==> config.mk <==
export PLATFORM = sky130hd
export DESIGN_NAME = word_assembler
export DESIGN_NICKNAME = d
export VERILOG_FILES = /design/src/rtl/word_assembler_pkg.sv /design/src/rtl/word_assembler.sv
export SDC_FILE = /design/constraint.sdc
export NUM_CORES = 1
export LEC_CHECK = 0
export CAP_MARGIN = 20
export CORE_MARGIN = 5
export CORE_UTILIZATION = 47
export CTS_CLUSTER_SIZE = 14
export DETAILED_ROUTE_END_ITERATION = 8
export HOLD_SLACK_MARGIN = 0.02
export PLACE_DENSITY = 0.84
export SLEW_MARGIN = 20
export SYNTH_ARGS = -nofsm -noshare
export SYNTH_HDL_FRONTEND = slang
export SYNTH_SLANG_ARGS = --single-unit
==> constraint.sdc <==
create_clock -name CLK -period 2 [get_ports CLK]
set_input_delay 0.2 -clock CLK [delete_from_list [all_inputs] [get_ports CLK]]
set_output_delay 0.2 -clock CLK [all_outputs]
set_load 0.01 [all_outputs]
==> src/rtl/word_assembler_pkg.sv <==
// Shared definitions for the byte-to-word assembler.
// Holds the FSM state encoding and the default byte width.
package word_assembler_pkg;

    // Default width of the bus and of each captured byte
    localparam int BYTE_W_DEF = 8;

    // Assembly progress; EMPTY must stay 2'b00 so reset clears to it
    typedef enum logic [1:0] {
        EMPTY  = 2'b00,
        HAVE_L = 2'b01,
        HAVE_H = 2'b10,
        FULL   = 2'b11
    } state_t;

endpackage

==> src/rtl/word_assembler.sv <==
// Assembles two bytes from a shared bus into one word with a
// valid/ready output, in-place increment and an overload flag.
module word_assembler
    import word_assembler_pkg::*;
#(
    parameter int BYTE_W = BYTE_W_DEF
) (
    input  logic                CLK,
    input  logic                RST_N,
    input  logic [BYTE_W-1:0]   BUS,
    input  logic                LD_L,
    input  logic                LD_H,
    input  logic                INC,
    input  logic                WORD_RDY,
    output logic [2*BYTE_W-1:0] WORD,
    output logic                WORD_VLD,
    output logic                ERR
);

    localparam int WW = 2 * BYTE_W;

    state_t          state_q;
    state_t          state_d;
    logic [WW-1:0]   word_q;
    logic [WW-1:0]   word_d;
    logic            err_q;
    logic            err_d;
    logic            xfer;

    // A transfer can only happen while a complete word is held
    assign xfer = (state_q == FULL) && WORD_RDY;

    // State, word and error registers with synchronous reset
    always_ff @(posedge CLK) begin
        if (!RST_N) begin
            state_q <= EMPTY;
            word_q  <= '0;
            err_q   <= 1'b0;
        end else begin
            state_q <= state_d;
            word_q  <= word_d;
            err_q   <= err_d;
        end
    end

    // Next-state, byte capture, increment and error decode
    always_comb begin
        state_d = state_q;
        word_d  = word_q;
        err_d   = 1'b0;
        unique case (state_q)
            EMPTY: begin
                if (LD_L) word_d[BYTE_W-1:0]  = BUS;
                if (LD_H) word_d[WW-1:BYTE_W] = BUS;
                unique case ({LD_H, LD_L})
                    2'b00: state_d = EMPTY;
                    2'b01: state_d = HAVE_L;
                    2'b10: state_d = HAVE_H;
                    2'b11: state_d = FULL;
                endcase
            end
            HAVE_L: begin
                if (LD_L) word_d[BYTE_W-1:0]  = BUS;
                if (LD_H) begin
                    word_d[WW-1:BYTE_W] = BUS;
                    state_d = FULL;
                end
            end
            HAVE_H: begin
                if (LD_H) word_d[WW-1:BYTE_W] = BUS;
                if (LD_L) begin
                    word_d[BYTE_W-1:0] = BUS;
                    state_d = FULL;
                end
            end
            FULL: begin
                if (xfer) begin
                    // Consumed word frees the slot; a same-cycle
                    // load is taken as if starting from EMPTY
                    if (LD_L) word_d[BYTE_W-1:0]  = BUS;
                    if (LD_H) word_d[WW-1:BYTE_W] = BUS;
                    unique case ({LD_H, LD_L})
                        2'b00: state_d = EMPTY;
                        2'b01: state_d = HAVE_L;
                        2'b10: state_d = HAVE_H;
                        2'b11: state_d = FULL;
                    endcase
                end else if (LD_L || LD_H) begin
                    // Load into an occupied slot is rejected
                    err_d = 1'b1;
                end else if (INC) begin
                    word_d = word_q + WW'(1);
                end
            end
        endcase
    end

    assign WORD     = word_q;
    assign WORD_VLD = (state_q == FULL);
    assign ERR      = err_q;

endmodule
==> results of run 1 <==
==> final cells by class <==
type	instances	share of cell area [%]
multi-input combinational	111	46.8
sequential	19	23.9
timing repair buffer	40	23.8
tap	30	2.36
clock buffer	3	1.42
inverter	6	1.42
clock inverter	1	0.315
==> Yosys cell counts, drive strengths merged, types with 2 or more instances <==
cell type	count	area, um^2
inv	6	22.5
o21ai	5	25.0
nand2	10	37.5
dfxtp	19	380
buf	2	8.75
o311ai	2	17.5
clkbuf	6	23.8
nor2b	2	12.5
mux2i	2	20.0
a31oi	8	50.1
or3	2	12.5
o211ai	2	15.0
ha	4	50.1
and2	2	13.8
xor2	3	26.3
o221ai	3	26.3
a211oi	4	30.0
nor3	5	25.0
and3	6	38.8
and4	3	26.3
a311oi	2	17.5
nand4	5	31.3
nor2	7	26.3
nand3	10	62.6
or4	2	15.0
a21oi	9	45.0
==> metrics by stage <==
| step | std cells | total power, uW | setup WS (ns) |
|---|---|---|---|
| CTS | 210 | 997 | 0.300 |
| global placement | 206 | 781 | 0.0896 |
| detailed placement | 206 | 796 | 0.0450 |
| floorplan | 144 | 637 | 0.253 |
| global route | 210 | 1050 | 0.169 |
| finish | 210 | 996 | 0.288 |
==> worst max path at each step <==
stage | cells after the start | end | from | slack [ns]
after floorplan | 7 | WORD[15]$_SDFFE_PN0P_ | state_q[0]$_SDFFE_PN0P_ | 0.25
after global placement | 5 | WORD[9]$_SDFFE_PN0P_ | LD_L | 0.09
after detailed placement | 5 | WORD[13]$_SDFFE_PN0P_ | LD_H | 0.05
after CTS | 6 | WORD[7]$_SDFFE_PN0P_ | state_q[1]$_SDFFE_PN0P_ | 0.30
after global routing | 6 | WORD[7]$_SDFFE_PN0P_ | state_q[0]$_SDFFE_PN0P_ | 0.17
final | 6 | WORD[7]$_SDFFE_PN0P_ | state_q[1]$_SDFFE_PN0P_ | 0.29
==> worst register-to-register path: stages, from the launching register on <==
cell and delay [ns]:
dfxtp_1 0.41, ha_1 0.20, nor2b_1 0.19, buf_4 0.25, nand2_1 0.10, or3_1 0.31
a31oi_1 0.19
==> state kept, by name, indices dropped and copies added (netlist names) <==
register  cells
WORD         16
state_q       2
ERR           1
==> where the power goes <==
| part | total (uW) | internal (uW) | switching (uW) |
|---|---|---|---|
| sequential | 471 | 421 | 50.4 |
| combinational | 320 | 163 | 157 |
| clock | 206 | 74.6 | 131 |
==> routing by layer <==
metal / up-vias / wire [um] / part of all wire (%) / GRT usage [%]
met5: - / 0 / 0 / 0
met1: 634 / 1430 / 40 / 24.5
li1: 632 / - / - / -
met2: 53 / 1800 / 51 / 36.7
met4: 0 / 63 / 1.8 / 8.54
met3: 10 / 263 / 7.4 / 3.24
==> cell families after synthesis <==
logic type	Yosys count	synth area share, %
mux	2	1.70
compound gates	44	25.9
flops	19	32.3
xor+xnor	3	2.23
fa+ha+maj	4	4.25
simple gates	58	29.0
buf+inv	14	4.67
==> impl_results.md, run 1 <==
* Post-DRT Antenna Nets at 0
* Register area share after synthesis at 32.3%
* Crit-path cells: ha_1 -> nor2b_1 -> buf_4 -> nand2_1 -> or3_1 -> a31oi_1
* DR vias/cell at 6.33
* Synthesized flop and latch total at 19
* EDFF count, synth at 0
* Status: completed
* Slew @ Worst Pin at 0.504 ns
* Max incr delay on CP at 0.41 ns
* Sequential cell area at 380 um^2
* Fin crit share at between 80% and 90%
* Root Driver: clkbuf_4
* Post-Route WL at between 3 and 4 mm
* FILL cells at approximately 200
* CTS Hold Bufs at 0
* Req. time, crit path at 2.23 ns
* Worst IR drop on VDD at roughly 0.00052 V
* Worst EP arrival at 1.94 ns
* Residual DRC at 0
* Starting Density at between 40% and 50%
* Net Count, Synth at approximately 160
* Max-Cap Viols at 0
* Crit-path slowest cell: dfxtp_1
* Total Routing Usage GR at ~21%
* Highest net fanout along the worst path at 17
* WL/cell at 16.9 um
* Worst setup path class: reg2reg
* Endpoints failing setup at 0
* Post-CTS sizing at 0
* Total gr overflow at 0
* Via count at around 1.3k
* Nets at a little under 200
* CP startpoint kind: flip-flop
* RD Place Congestion at 0.946
* Leakage at ~0.00058 uW
* Diode count at 0
* Maximum operating frequency at 584 MHz
* Initial antenna violation count at 0
* RSZ-0062 raised after global routing: no
* Hold wc startpoint: BUS[5]
* Number of global-route vias before repair at 1256
* Max Clock Skew at 0.00380 ns
* Drt first pass iters at 4
* Endpoints failing hold at 0
* TritonCTS Buffers at 3
* # IOs at 32
* Core area at around 0.0024 mm^2
* Hold path endpoint: WORD[13]$_SDFFE_PN0P_
* Commonest non-fill, non-tap cell in the layout: clkdlybuf4s50_1
* Crit path buffers/inverters at 1
* Design area at 0.00159 mm^2
* # rows at 18
* Area occupied by multi-input gates at ~740 um^2
* Syn avg cell area at between 8 and 9 um^2
* CTS tree: yes
* Fin. max-slew vios at 0
* Port bufs at 31
* Clk_lat worst skew at about 0.30 ns
* Worst hold stages at 3
* FF-to-FF path depth at 6
* Worst R2R Start: state_q[1]$_SDFFE_PN0P_
* Reg2reg setup slack at approximately 0.29 ns
* PD cells at about 630 mW/mm^2
* Post CTS Setup Buffer Count at 0
* Die Y at 60.1 um
* Critical path capture point type: flip-flop
* Die area at around 0.0036 mm^2
* Most used DFF post-synth: dfxtp_1
* Max Root-Sink Buffers at 2
* Fin crit period at 1.71 ns
* DP Wirelength at 2.72 mm
* RR Endpoint: WORD[7]$_SDFFE_PN0P_
* Yosys warnings at 0
* Synth unique cells at 44
* Async SR Flop Fraction at 0%
* Gate Count Post-Synth at 144
* First-pass GRT wire length at ~5.7 mm
* P&R area growth vs syn at 34.8%
* Die width at 60.1 um
* Worst Hold Class: in2reg
* H-tree Lvls at 1
* Hold_ws at between 0.5 and 0.6 ns
* Largest net degree at the start of global routing at 18
* Share of cells above drive strength 1 at around 11%
* CP top delay family: simple AND/OR/NAND/NOR gates
* Syn Std Cell Area at 0.00118 mm^2
* Relative slew slack at around two thirds
* Drt first-iter violations at 65
* Setup total negative slack at 0 ns
* Clk pin slew, worst setup/hold paths at between 0.1 and 0.15 ns
* Finished Core Util at 65.3%
* Most frequent cells in the layout: clkdlybuf4s50_1 (31), dfxtp_1 (19), nand2_1 (10)
* Num Clock Sinks at 19
* Placed Area at 0.00156 mm^2
Power figures use the tool's default switching activity.
==> inputs of run 2 (changes only) <==
==> constraint.sdc (replaced) <==
create_clock -name CLK -period 2 [get_ports CLK]
set_input_delay 0.3 -clock CLK [delete_from_list [all_inputs] [get_ports CLK]]
set_output_delay 0.3 -clock CLK [all_outputs]
set_load 0.01 [all_outputs]
==> run 2 against run 1 <==
  * Fmax fell by 3.1%
  * Register-to-register slack barely moved
  * Critical path depth shrank 4
  * Non-clock buffer count increased by 6
  * Clock power grew 2%
  * First-iteration DRC count is 34% higher
  * Power grew 3.3%
  * Sequential power about the same
  * Via count rose by 4.1%
  * Clock-buffer cell count stayed put
  * Critical path type is now reg2out
  * Largest power group unchanged
==> impl_results.md, run 2 (same netlist as run 1, synthesis figures left out) <==
* Fin crit share at 88.3% (+2.7 points)
* CTS Hold Bufs at 0 (unchanged)
* Leakage at 0.000615 uW (+5.3%)
* Req. time, crit path at 1.70 ns (-0.53 ns)
* DR vias/cell at 6.41 (+1.2%)
* Fin. max-slew vios at 0 (unchanged)
* CP startpoint kind: flip-flop
* Endpoints failing setup at 0 (unchanged)
* Worst hold stages at 2 (-1)
* PD cells at 625 mW/mm^2 (-0.29%)
* Reg2reg setup slack at 0.29 ns (about the same)
* FILL cells at 205 (+0.99%)
* Post-DRT Antenna Nets at 0 (unchanged)
* Sw frac at 34.0% (+0.14 points)
* Maximum operating frequency at 566 MHz (-3.1%)
* RSZ-0062 raised after global routing: no
* Relative slew slack at 70.7% (+4.3 points)
* Clk pin slew, worst setup/hold paths at 0.12 ns (about the same)
* Slew @ Worst Pin at 0.439 ns (-0.0654 ns)
* WL/cell at 17.3 um (+2.1%)
* Cell count after placement at 212 (+2.9%)
* Drt first-iter violations at 87 (+34%)
* Num Clock Sinks at 19 (unchanged)
* Diode count at 0 (unchanged)
* RD Place Congestion at 0.937 (-0.97%)
* Port bufs at 31 (unchanged)
* H-tree Lvls at 1 (unchanged)
* Nets at 205 (+3.0%)
* Comb power frac at 33.8% (+1.7 points)
* DP Wirelength at 2.80 mm (+3.0%)
* Commonest non-fill, non-tap cell in the layout: clkdlybuf4s50_1
* Die Y at 60.1 um (unchanged)
* Fin crit period at 1.77 ns (+0.0545 ns)
* Non-Filler Instances at 216 (+2.9%)
* Most frequent cells in the layout: clkdlybuf4s50_1 (31), dfxtp_1 (19), buf_4 (14), nand2_1 (10)
* Total Routing Usage GR at 21.8% (+1.1 points)
* Worst IR drop on VDD at 0.000453 V (-13%)
* Residual DRC at 0 (unchanged)
* P&R area growth vs syn at 39.7%
* Die width at 60.1 um (unchanged)
* Max-Cap Viols at 0 (unchanged)
* Share of cells above drive strength 1 at 14.0% (+2.9 points)
* Worst EP arrival at 1.47 ns (-0.47 ns)
* Initial antenna violation count at 0 (unchanged)
* Clk pwr share at 20.4% (-0.2 points)
* Net Sw Power at 351 uW (+3.8%)
* First-pass GRT wire length at 5.97 mm (+4.6%)
* Critical path capture point type: primary output
* TritonCTS Buffers at 3 (unchanged)
* Largest net degree at the start of global routing at 18 (unchanged)
* Core area at 0.00243 mm^2 (unchanged)
* CTS tree: yes
* Root Driver: clkbuf_4
* Highest net fanout along the worst path at 4 (-13)
* Setup total negative slack at 0 ns (unchanged)
* Post-Route WL at 3.73 mm (+5.0%)
* Via count at 1384 (+4.1%)
* Die area at 0.00361 mm^2 (unchanged)
* Max Root-Sink Buffers at 2 (unchanged)
* Clk_lat worst skew at 0.31 ns (about the same)
* Max Clock Skew at 0.00806 ns (+0.00426 ns)
* Total gr overflow at 0 (unchanged)
* Post CTS Setup Buffer Count at 0 (unchanged)
* # rows at 18 (unchanged)
* Status: completed
* # IOs at 32 (unchanged)
* Worst setup path class: reg2out
* Starting Density at 48.5% (unchanged)
* Number of global-route vias before repair at 1351 (+7.6%)
* Endpoints failing hold at 0 (unchanged)
* Drt first pass iters at 4 (unchanged)
* Internal power at 679 uW (+3.1%)
* Post-CTS sizing at 0 (unchanged)
* Seq pwr share at 45.8% (-1.5 points)
* Worst Hold Class: reg2reg
* FF-to-FF path depth at 6 (unchanged)
* Largest register FFs at 16 (unchanged)
run 2: final timing paths:
kind                                         startpoint                     to
worst min register to register    WORD[12]$_SDFFE_PN0P_  WORD[12]$_SDFFE_PN0P_
worst max-delay path            state_q[0]$_SDFFE_PN0P_               WORD_VLD
worst min-delay path              WORD[12]$_SDFFE_PN0P_  WORD[12]$_SDFFE_PN0P_
worst max register to register  state_q[0]$_SDFFE_PN0P_   WORD[7]$_SDFFE_PN0P_
run 2: final cells by class:
type	instances	area, um^2	area share, %
Multi-Input combinational cell	111	743	45.1
Timing Repair Buffer	46	435	26.4
Sequential cell	19	380	23.1
Tap cell	30	37.5	2.28
Clock buffer	3	22.5	1.37
Inverter	6	22.5	1.37
Clock inverter	1	5.00	0.304
run 2: stage by stage:
step	util (%)	total power, uW	setup WS (ns)	hold WS (ns)	cell area [um^2]
3_5_place_dp	66.6	821	0.00527	0.538	1620
3_3_place_gp	66.6	804	0.0491	0.512	1620
5_1_grt	67.7	1080	0.122	0.578	1650
6_report	67.7	1030	0.233	0.548	1650
2_1_floorplan	-	637	0.253	0.450	1180
4_1_cts	67.7	1030	0.227	0.556	1650
run 2: power groups by stage:
stage	sequential (uW)	combinational (uW)	clock, uW
final	472	348	210
after global routing	478	375	223
after CTS	470	346	216
after detailed placement	479	343	0
after global placement	475	329	0
after floorplan	482	154	0
run 2: layer usage:
metal | up-vias | GRT usage [%] | share of wire [%]
li1 | 646 | - | -
met1 | 647 | 26.2 | 39
met2 | 74 | 37.5 | 49
met3 | 17 | 1.73 | 7.9
met4 | 0 | 13.0 | 3.5
met5 | - | 0 | 0
run 2: worst max-delay path, cell delays in order, from the launching register on:
cell and delay (ns):
dfxtp_1 0.40, ha_1 0.20, clkdlybuf4s50_1 0.55
==> inputs of run 3 (changes only) <==
ABC_AREA = 1   (was default)
CORE_UTILIZATION = 50   (was 47)
HOLD_SLACK_MARGIN = default   (was 0.02)
PLACE_DENSITY = 0.85   (was 0.84)
==> run 3 against run 2 <==
  * Clock-buffer cell count grew 1
  * Synthesized area increased by 24%
  * Core utilization is 2.2 points lower
  * Global-route usage fell by 2.8 points
  * Setup slack better by 0.045 ns
  * Wire length grew 1.5%
  * Critical endpoint unchanged
  * Highest routed layer unchanged
==> impl_results.md, run 3 <==
* Syn Std Cell Area at 0.00146 mm^2 (+24%)
* Register area share after synthesis at 26.0% (-6.3 points)
* Largest net degree at the start of global routing at 25 (+7)
* Num Clock Sinks at 19 (unchanged)
* Largest register FFs at 16 (unchanged)
* DR vias/cell at 5.52 (-14%)
* Total Routing Usage GR at 19.0% (-2.8 points)
* Slew @ Worst Pin at 0.287 ns (-0.152 ns)
* Leakage at 0.000785 uW (+28%)
* Residual DRC at 0 (unchanged)
* Top-count cell post-synth: nand2_1
* Max-Cap Viols at 0 (unchanged)
* DP Wirelength at 2.93 mm (+4.7%)
* CP top delay family: buffers and inverters
* Max incr delay on CP at 0.54 ns (about the same)
* Area leader, netlist: dfxtp_1
* Setup total negative slack at 0 ns (unchanged)
* Critical path capture point type: primary output
* Die Y at 64.1 um (+6.7%)
* Post-DRT Antenna Nets at 0 (unchanged)
* Clk_lat worst skew at 0.31 ns (about the same)
* TritonCTS Buffers at 3 (unchanged)
* Stages on worst setup path at 2 (unchanged)
* Share of cells above drive strength 1 at 12.2% (-1.8 points)
* Clk pin slew, worst setup/hold paths at 0.11 ns (about the same)
* Initial antenna violation count at 0 (unchanged)
* Worst setup margin at 0.278 ns (+0.0448 ns)
* Port bufs at 31 (unchanged)
* Maximum operating frequency at 581 MHz (+2.6%)
* Endpoints failing setup at 0 (unchanged)
* Commonest non-fill, non-tap cell in the layout: nand2_1
* Top cells by count, synth: nand2_1 (36), inv_1 (30), nor2_1 (22), o21ai_0 (21), dfxtp_1 (19)
* Synthesized flop and latch total at 19 (unchanged)
* Worst IR drop on VDD at 0.000494 V (+9.1%)
* Max Root-Sink Buffers at 2 (unchanged)
* Endpoints failing hold at 0 (unchanged)
* Yosys warnings at 0 (unchanged)
* First-pass GRT wire length at 6.42 mm (+7.6%)
* PD cells at 652 mW/mm^2 (+4.2%)
* Post-CTS sizing at 0 (unchanged)
* Drt first-iter violations at 92 (+5.7%)
* H-tree Lvls at 1 (unchanged)
* Worst Hold Class: reg2reg
* Post CTS Setup Buffer Count at 0 (unchanged)
* # rows at 19 (+1)
* Async SR Flop Fraction at 0% (unchanged)
* RSZ-0062 raised after global routing: no
* Met2 GRT Util at 31.7% (-5.8 points)
* Status: completed
* Synth unique cells at 32 (-27%)
* Fin crit period at 1.72 ns (-0.0448 ns)
* Worst EP arrival at 1.42 ns (-0.05 ns)
* Max Clock Skew at 0.00888 ns (+0.000823 ns)
* Ranking of synthesized cells by area: dfxtp_1 (26%), nand2_1 (9.2%), inv_1 (7.7%)
* GRT met3 Usage at 3.50% (+1.8 points)
* Worst hold stages at 2 (unchanged)
* Most frequent cells in the layout: nand2_1 (36), clkdlybuf4s50_1 (31), inv_1 (30), nor2_1 (22), o21ai_0 (21)
* Die area at 0.00411 mm^2 (+14%)
* RD Place Congestion at 0.877 (-6.4%)
* DP Worst Slack at 0.241 ns (+0.236 ns)
* Number of global-route vias before repair at 1444 (+6.9%)
* Total gr overflow at 0 (unchanged)
* Crit path buffers/inverters at 1 (unchanged)
* WL/cell at 13.3 um (-23%)
* Highest net fanout along the worst path at 3 (-1)
* # IOs at 32 (unchanged)
* Starting Density at 52.6% (+4.2 points)
* CTS Hold Bufs at 0 (unchanged)
* EDFF count, synth at 0 (unchanged)
* Fin crit share at 86.1% (-2.2 points)
* Via count at 1572 (+14%)
* Syn avg cell area at 6.59 um^2 (-19%)
* Most used DFF post-synth: dfxtp_1
* Net Count, Synth at 240 (+48%)
* M1 GR Usage at 23.5% (-2.6 points)
* Die width at 64.1 um (+6.7%)
* Fin. max-slew vios at 0 (unchanged)
* Req. time, crit path at 1.70 ns (about the same)
* Crit-path cells: ha_1 -> clkdlybuf4s50_1
* Core area at 0.00278 mm^2 (+14%)
* Root Driver: clkbuf_4
* Gate Count Post-Synth at 222 (+54%)
* FF-to-FF path depth at 6 (unchanged)
* Post-synth top area share at 26.0% (-6.3 points)
* Worst setup path class: reg2out
* Relative slew slack at 80.8% (+10 points)
* P&R area growth vs syn at 24.4%
* Top Usage Layer GRT: met2
* CP startpoint kind: flip-flop
* Diode count at 0 (unchanged)
* CTS tree: yes
* Crit-path slowest cell: clkdlybuf4s50_1
* Post-Route WL at 3.79 mm (+1.5%)
* Drt first pass iters at 4 (unchanged)
* Nets at 273 (+33%)
* FILL cells at 246 (+20%)
==> run 3: cell types whose count changed after synthesis, sizes merged, moves of 6 or more <==
cell	before	now
a21oi	9	18
nand2	10	43
o21ai	5	33
nor2	7	29
and3	6	0
inv	6	34
==> run 3: path summary, 6_finish.rpt <==
path | start | end | slack, ns
hold reg to reg | WORD[14]$_SDFFE_PN0P_ | WORD[14]$_SDFFE_PN0P_ | 0.51
setup reg to reg | state_q[0]$_SDFFE_PN0P_ | state_q[0]$_SDFFE_PN0P_ | 0.47
hold / removal | WORD[14]$_SDFFE_PN0P_ | WORD[14]$_SDFFE_PN0P_ | 0.51
setup / recovery | state_q[1]$_SDFFE_PN0P_ | WORD_VLD | 0.28
==> run 3: cell type report <==
| cell class | instances | area (um^2) | share of cell area [%] |
|---|---|---|---|
| Multi-Input combinational cell | 161 | 900 | 49.4 |
| Timing Repair Buffer | 36 | 348 | 19.1 |
| Clock buffer | 4 | 26.3 | 1.44 |
| Inverter | 34 | 128 | 7.01 |
| Sequential cell | 19 | 380 | 20.9 |
| Tap cell | 31 | 38.8 | 2.13 |
==> run 3: report_power, final <==
part	internal [uW]	switching, uW
registers	435	73.0
clock network	77.9	132
logic	215	253
total	728	458
==> run 3: routing by layer <==
layer,wire [um],share of wire (%)
met1,1640,43
met2,1810,48
met3,248,6.5
met4,87,2.3
met5,0,0
==> run 3: cell families after synthesis <==
kind of cell	after synthesis	share of synthesized area [%]
xor+xnor	2	1.20
compound gates	63	24.1
fa+ha+maj	4	3.42
buf+inv	42	12.6
flops	19	26.0
simple gates	92	32.7
==> run 3: worst register-to-register path: stages, from the launching register on <==
cell and delay [ns]:
dfxtp_1 0.35, ha_1 0.21, inv_1 0.14, nor2_8 0.07, inv_2 0.20, nand3_1 0.18, a211oi_1 0.29
==> run 3: through the flow <==
step	hold WS [ns]	util, %	total power, uW	instance area (um^2)	std cells
after floorplan	0.476	-	795	1460	222
after global placement	0.487	64.5	971	1790	281
after detailed placement	0.487	64.5	984	1790	281
after CTS	0.506	65.5	1190	1820	285
after global routing	0.534	65.5	1270	1820	285
final	0.507	65.5	1190	1820	285
